[src/rtl/raster_pkg.sv]
// Shared types and field layout for the frame-level triangle scheduler.
// Vertex words are {x[9:0], y[9:0]}; a triangle word is {A, B, C}.
package raster_pkg;

    localparam int VERT_W = 20;
    localparam int TRI_W  = 60;
    localparam int X_MSB  = 19;
    localparam int X_LSB  = 10;
    localparam int Y_MSB  = 9;
    localparam int Y_LSB  = 0;

    typedef enum logic [2:0] {
        S_IDLE,
        S_CLEAR,
        S_FETCH,
        S_WAIT_RD,
        S_ISSUE,
        S_RASTER,
        S_DONE
    } sched_state_t;

    // k = 0 selects vertex A, 1 selects B, 2 selects C
    function automatic logic [VERT_W-1:0] tri_vert(
        input logic [TRI_W-1:0] t,
        input int               k
    );
        return t[TRI_W-1-k*VERT_W -: VERT_W];
    endfunction

endpackage

[src/rtl/rd_latency_tracker.sv]
// Loadable down-counter that flags when a RAM read issued at load
// time has had READ_LATENCY cycles to settle.
module rd_latency_tracker #(
    parameter  int LATENCY = 2,
    localparam int CNT_W   = (LATENCY > 1) ? $clog2(LATENCY) : 1
) (
    input  logic clk_in,
    input  logic rst_n_in,
    input  logic load,
    output logic data_ready
);

    localparam logic [CNT_W-1:0] LOAD_VAL = CNT_W'(LATENCY - 1);

    logic [CNT_W-1:0] cnt_q;
    logic             active_q;

    assign data_ready = active_q && (cnt_q == '0);

    always_ff @(posedge clk_in or negedge rst_n_in) begin
        if (!rst_n_in) begin
            cnt_q    <= '0;
            active_q <= 1'b0;
        end else if (load) begin
            cnt_q    <= LOAD_VAL;
            active_q <= 1'b1;
        end else if (active_q) begin
            if (cnt_q == '0)
                active_q <= 1'b0;
            else
                cnt_q <= cnt_q - 1'b1;
        end
    end

endmodule

[src/rtl/raster_scheduler.sv]
// Frame sequencer: fetches triangles from vertex RAM and feeds the rasterizer.
// Define RASTER_SCHED_CLEAR_EN to add a framebuffer clear sweep per frame.
module raster_scheduler
    import raster_pkg::*;
#(
    parameter  int MAX_TRIS     = 72,
    parameter  int READ_LATENCY = 2,
    parameter  int TIMEOUT      = 2**20,
    parameter  int WIDTH        = 1024,
    parameter  int HEIGHT       = 720,
    localparam int ADDR_W       = $clog2(MAX_TRIS),
    localparam int PIX_W        = $clog2(WIDTH * HEIGHT)
) (
    input  logic              clk_in,
    input  logic              rst_n_in,
    input  logic              frame_start_in,
    input  logic [ADDR_W:0]   tri_count_in,
    output logic [ADDR_W-1:0] tri_addr_out,
    input  logic [TRI_W-1:0]  tri_data_in,
    output logic              rast_valid_out,
    output logic [VERT_W-1:0] rast_vertex_a_out,
    output logic [VERT_W-1:0] rast_vertex_b_out,
    output logic [VERT_W-1:0] rast_vertex_c_out,
    output logic [ADDR_W-1:0] rast_tri_idx_out,
    input  logic              rast_last_in,
`ifdef RASTER_SCHED_CLEAR_EN
    output logic              clear_we_out,
    output logic [PIX_W-1:0]  clear_addr_out,
    output logic [23:0]       clear_data_out,
    input  logic [23:0]       bg_color_in,
`endif
    output logic              busy_out,
    output logic              frame_done_out,
    output logic              timeout_err_out
);

    localparam int WD_W = (TIMEOUT > 1) ? $clog2(TIMEOUT) : 1;
    localparam logic [ADDR_W:0]  MAX_N   = (ADDR_W + 1)'(MAX_TRIS);
    localparam logic [ADDR_W:0]  IDX_ONE = {{ADDR_W{1'b0}}, 1'b1};
    localparam logic [WD_W-1:0]  WD_LAST = WD_W'(TIMEOUT - 1);
`ifdef RASTER_SCHED_CLEAR_EN
    localparam logic [PIX_W-1:0] PIX_LAST = PIX_W'(WIDTH * HEIGHT - 1);
`endif

    if (READ_LATENCY < 1 || TIMEOUT < 2 || MAX_TRIS < 2 ||
        WIDTH * HEIGHT < 2) begin : g_bad_cfg
        $error("raster_scheduler: unsupported parameter set");
    end

    sched_state_t    state;
    logic [ADDR_W:0] n_q;
    logic [ADDR_W:0] idx_q;
    logic [ADDR_W:0] n_next;
    logic [WD_W-1:0] wd_q;
    logic            rd_ready;
    logic            last_tri;

    assign n_next   = (tri_count_in > MAX_N) ? MAX_N : tri_count_in;
    assign last_tri = ((idx_q + IDX_ONE) == n_q);

    rd_latency_tracker #(
        .LATENCY    (READ_LATENCY)
    ) u_rd_lat (
        .clk_in     (clk_in),
        .rst_n_in   (rst_n_in),
        .load       (state == S_FETCH),
        .data_ready (rd_ready)
    );

    always_ff @(posedge clk_in or negedge rst_n_in) begin
        if (!rst_n_in) begin
            state             <= S_IDLE;
            n_q               <= '0;
            idx_q             <= '0;
            wd_q              <= '0;
            tri_addr_out      <= '0;
            rast_valid_out    <= 1'b0;
            rast_vertex_a_out <= '0;
            rast_vertex_b_out <= '0;
            rast_vertex_c_out <= '0;
            rast_tri_idx_out  <= '0;
            busy_out          <= 1'b0;
            frame_done_out    <= 1'b0;
            timeout_err_out   <= 1'b0;
`ifdef RASTER_SCHED_CLEAR_EN
            clear_we_out      <= 1'b0;
            clear_addr_out    <= '0;
            clear_data_out    <= '0;
`endif
        end else begin
            rast_valid_out <= 1'b0;
            frame_done_out <= 1'b0;
            unique case (state)
                S_IDLE: begin
                    if (frame_start_in) begin
                        n_q             <= n_next;
                        idx_q           <= '0;
                        busy_out        <= 1'b1;
                        timeout_err_out <= 1'b0;
`ifdef RASTER_SCHED_CLEAR_EN
                        state          <= S_CLEAR;
                        clear_we_out   <= 1'b1;
                        clear_addr_out <= '0;
                        clear_data_out <= bg_color_in;
`else
                        state <= (n_next == '0) ? S_DONE : S_FETCH;
`endif
                    end
                end
                S_CLEAR: begin
`ifdef RASTER_SCHED_CLEAR_EN
                    clear_data_out <= bg_color_in;
                    if (clear_addr_out == PIX_LAST) begin
                        clear_we_out <= 1'b0;
                        state <= (n_q == '0) ? S_DONE : S_FETCH;
                    end else begin
                        clear_addr_out <= clear_addr_out + 1'b1;
                    end
`else
                    state <= S_IDLE;
`endif
                end
                S_FETCH: begin
                    tri_addr_out <= idx_q[ADDR_W-1:0];
                    state        <= S_WAIT_RD;
                end
                S_WAIT_RD: begin
                    if (rd_ready) begin
                        rast_vertex_a_out <= tri_vert(tri_data_in, 0);
                        rast_vertex_b_out <= tri_vert(tri_data_in, 1);
                        rast_vertex_c_out <= tri_vert(tri_data_in, 2);
                        rast_tri_idx_out  <= idx_q[ADDR_W-1:0];
                        rast_valid_out    <= 1'b1;
                        state             <= S_ISSUE;
                    end
                end
                S_ISSUE: begin
                    wd_q  <= '0;
                    state <= S_RASTER;
                end
                S_RASTER: begin
                    // a real last wins over a simultaneous watchdog expiry
                    if (rast_last_in || wd_q == WD_LAST) begin
                        if (!rast_last_in)
                            timeout_err_out <= 1'b1;
                        if (last_tri) begin
                            state <= S_DONE;
                        end else begin
                            idx_q <= idx_q + IDX_ONE;
                            state <= S_FETCH;
                        end
                    end else begin
                        wd_q <= wd_q + 1'b1;
                    end
                end
                S_DONE: begin
                    frame_done_out <= 1'b1;
                    busy_out       <= 1'b0;
                    state          <= S_IDLE;
                end
                default: state <= S_IDLE;
            endcase
        end
    end

endmodule

[config.mk]
export PLATFORM = sky130hd
export DESIGN_NAME = raster_scheduler
export DESIGN_NICKNAME = d
export VERILOG_FILES = /design/src/rtl/raster_pkg.sv /design/src/rtl/rd_latency_tracker.sv /design/src/rtl/raster_scheduler.sv
export SDC_FILE = /design/constraint.sdc
export NUM_CORES = 1
export LEC_CHECK = 0
export ABC_AREA = 1
export CORE_ASPECT_RATIO = 1.2
export CORE_MARGIN = 10
export CORE_UTILIZATION = 48
export DETAILED_ROUTE_END_ITERATION = 6
export PLACE_DENSITY = 0.8
export SETUP_SLACK_MARGIN = 0.2
export SKIP_CTS_REPAIR_TIMING = 1
export SYNTH_ARGS = -nofsm -noshare
export SYNTH_HDL_FRONTEND = slang
export SYNTH_HIERARCHICAL = 1
export SYNTH_SLANG_ARGS = --single-unit
[constraint.sdc]
create_clock -name clk_in -period 2.42 [get_ports clk_in]
set_input_delay 0.605 -clock clk_in [delete_from_list [all_inputs] [get_ports clk_in]]
set_output_delay 0.605 -clock clk_in [all_outputs]
set_load 0.1 [all_outputs]
==> run summary <==
#FFs+latches synth -> 119
fin nets -> 907
most frequent CP cell -> nand2_1
Peak Freq -> 496 MHz
# IOs -> 150
Final Max Tran Viols -> 0
CP Cell Sequence -> ha_2 -> nand2_1 -> nor2_4 -> nand2_1 -> nor3_2 -> nand2_2 -> nand2_4 -> nand2_1 -> clkinv_2 -> nand2_4 -> nand2_1 -> nand2_1
slowest CP cell -> dfrtp_2
clock root cell -> clkbuf_16
number of detailed-route iterations in the first pass -> 6
synthesized instance count -> 676
# setup viols final -> 0
Total Wirelength -> 15700 um
peak supply drop -> 0.898 mV
CTS Buffer Depth -> 2
Synth area leader -> dfrtp_1
Crit path arrival time -> 2.31 ns
max_cap viols -> 0
static leakage -> 3.76 nW
critical path type -> flop to flop
Via density -> 5.21
Max FO, Critical Path -> 9
GRT Total Usage -> 19.8%
vias in the first global route -> 4925
number of diodes -> 0
Starting Density -> 49.0%
initial drt markers -> 400
startpoint types -> flop
chip height -> 136 um
Clock Sinks -> 119
RSZ-0062 raised after global routing -> false
Final Hold Fails -> 0
peak per-stage delay on the critical path -> 0.41 ns
initial antenna violation count -> 0
Post-DP HPWL -> 11300 um
die area -> 0.0159 mm2
antenna viol nets, final -> 0
share of the synthesized area in the top cell type -> 55.1%
GRT overflow -> 0
status -> finished, final reports clean
I/O Buffers -> 149
Area growth syn-to-layout -> 39.2%
ys async rst share -> 100%
PD cells -> 1650 mW/mm2
CTS tree -> done
WP data required -> 2.72 ns
number of synthesized flops with an enable pin -> 0
Num CTS Buffers -> 17
Ys Warns -> 6
clk_skew -> 0.00695 ns
DR DRC count -> 0
Post-synth top cells -> 302 x nand2_1, 119 x dfrtp_1, 51 x inv_1, 46 x nand3_1, 40 x nor2_1
first-pass GRT wire length -> 25100 um
Post-Syn Area -> 0.00541 mm2
Main synth FF type -> dfrtp_1
post-synthesis sequential area ratio -> 55.1%
DP Cell Count -> 942
num rows -> 42
largest cells by area after synthesis -> dfrtp_1 55%, nand2_1 21%, nand3_1 4.3%
CP top delay family -> simple AND/OR/NAND/NOR gates
Slew HR -> 56.3%
non-filler instance count after layout -> 978
core area -> 0.0110 mm2
Register-to-Register Setup Slack -> 0.40 ns
Setup TNS -> 0 ns
average routed wire per standard cell -> 16.1 um
Min-Delay Path Class -> input port to async pin
worst skew pair latency -> 0.41 ns
Routability Congestion -> 0.937
clock input transition at the sequential cells of the worst setup and hold paths -> 0.06 ns
layout cell share with drive strength beyond 1 -> 16.9%
H-tree depth -> 4
Die Width -> 117 um
Synth Net Count -> 750
most frequent cell after synthesis -> nand2_1
Final Util -> 68.2%
Netlist cell types -> 26
WP buf/inv -> 1
via count -> 5098
crit share post-route -> 83.3%
actual slew at the worst max-slew pin -> 0.655 ns
crit path time final -> 2.02 ns
largest net degree at the start of global routing -> 120
Post-Syn Area per Cell -> 8.00 um2
crit end category -> flop
-- metrics by stage --
stage               setup WS, ns  hold WS [ns]  power [mW]  cell area [um2]
floorplan                  0.654         0.309        8.13             5410
global placement           0.419         0.449        9.58             6840
detailed placement         0.286         0.459        9.69             6840
CTS                        0.270         0.305        12.4             7480
global route               0.210         0.309        12.9             7530
finish                     0.404         0.231        12.4             7530
-- worst register-to-register path, cell delays in order, from the launching register on --
cell,delay [ns]
dfrtp_2,0.41
ha_2,0.24
nand2_1,0.12
nor2_4,0.18
nand2_1,0.09
nor3_2,0.15
nand2_2,0.11
nand2_4,0.11
nand2_1,0.12
clkinv_2,0.16
nand2_4,0.10
nand2_1,0.07
nand2_1,0.06
-- path summary, 6_finish.rpt --
check,start,to,depth (start not counted)
worst max-delay path,wd_q[0],idx_q[2],12
max in group asynchronous,rst_n_in,wd_q[0],2
worst min register to register,rast_vertex_a_out[16],rast_vertex_a_out[16],2
min in group clk_in,rast_vertex_a_out[16],rast_vertex_a_out[16],2
worst min-delay path,rst_n_in,rast_vertex_b_out[10],2
worst max register to register,wd_q[0],idx_q[2],12
-- power by group --
part | internal (mW) | total [mW] | switching, mW | leakage (nW)
Sequential | 2.69 | 3.12 | 0.438 | 1.52
Combinational | 1.27 | 6.58 | 5.32 | 1.94
Clock | 1.76 | 2.68 | 0.921 | 0.303
-- cell type report --
| cell class | instances | area (um2) |
|---|---|---|
| fillers | 827 | 3510 |
| flip-flops and latches | 119 | 2980 |
| multi-input cells | 483 | 2150 |
| repair buffers | 158 | 1390 |
| clock buffers | 18 | 439 |
| inverters | 54 | 206 |
| clock inverters | 14 | 200 |
| well taps | 132 | 165 |
-- layout by cell type, fill, tap and decap left out, drive strengths merged, types with 4 or more instances in the layout --
master / instances
nand2: 310
dfrtp: 119
buf: 88
clkdlybuf4s50: 70
inv: 54
nand3: 46
nor2: 44
o21ai: 34
clkbuf: 18
xor2: 10
nor3: 10
nand4: 9
a21oi: 8
clkinv: 7
o31ai: 4
bufinv: 4
-- logic make-up (layout without fill, tap and decap cells) --
family / Yosys count / after routing / synth area share [%]
flip-flops: 119 / 119 / 55.1
adder cells (fa/ha/maj): 2 / 2 / 0.463
AO/OA/AOI/OAI: 47 / 47 / 4.56
AND/OR/NAND/NOR: 422 / 422 / 32.4
buffers and inverters: 74 / 244 / 5.60
XOR/XNOR: 12 / 12 / 1.94
-- layer usage --
layer / vias up / GRT usage (%) / part of all wire [%]
li1: 2436 / - / -
met1: 2379 / 23.9 / 41
met2: 258 / 32.2 / 47
met3: 25 / 7.45 / 11
met4: 0 / 5.64 / 1.2
met5: - / 0 / 0
-- registers in the layout, indices dropped and copies added, names as in the netlist, 3 cells and up --
name / cells
state: 3
rast_vertex_c_out: 20
rast_vertex_b_out: 20
rast_tri_idx_out: 7
tri_addr_out: 7
rast_vertex_a_out: 20
idx_q: 8
n_q: 8
wd_q: 20
(Power assumes the default switching activity.)
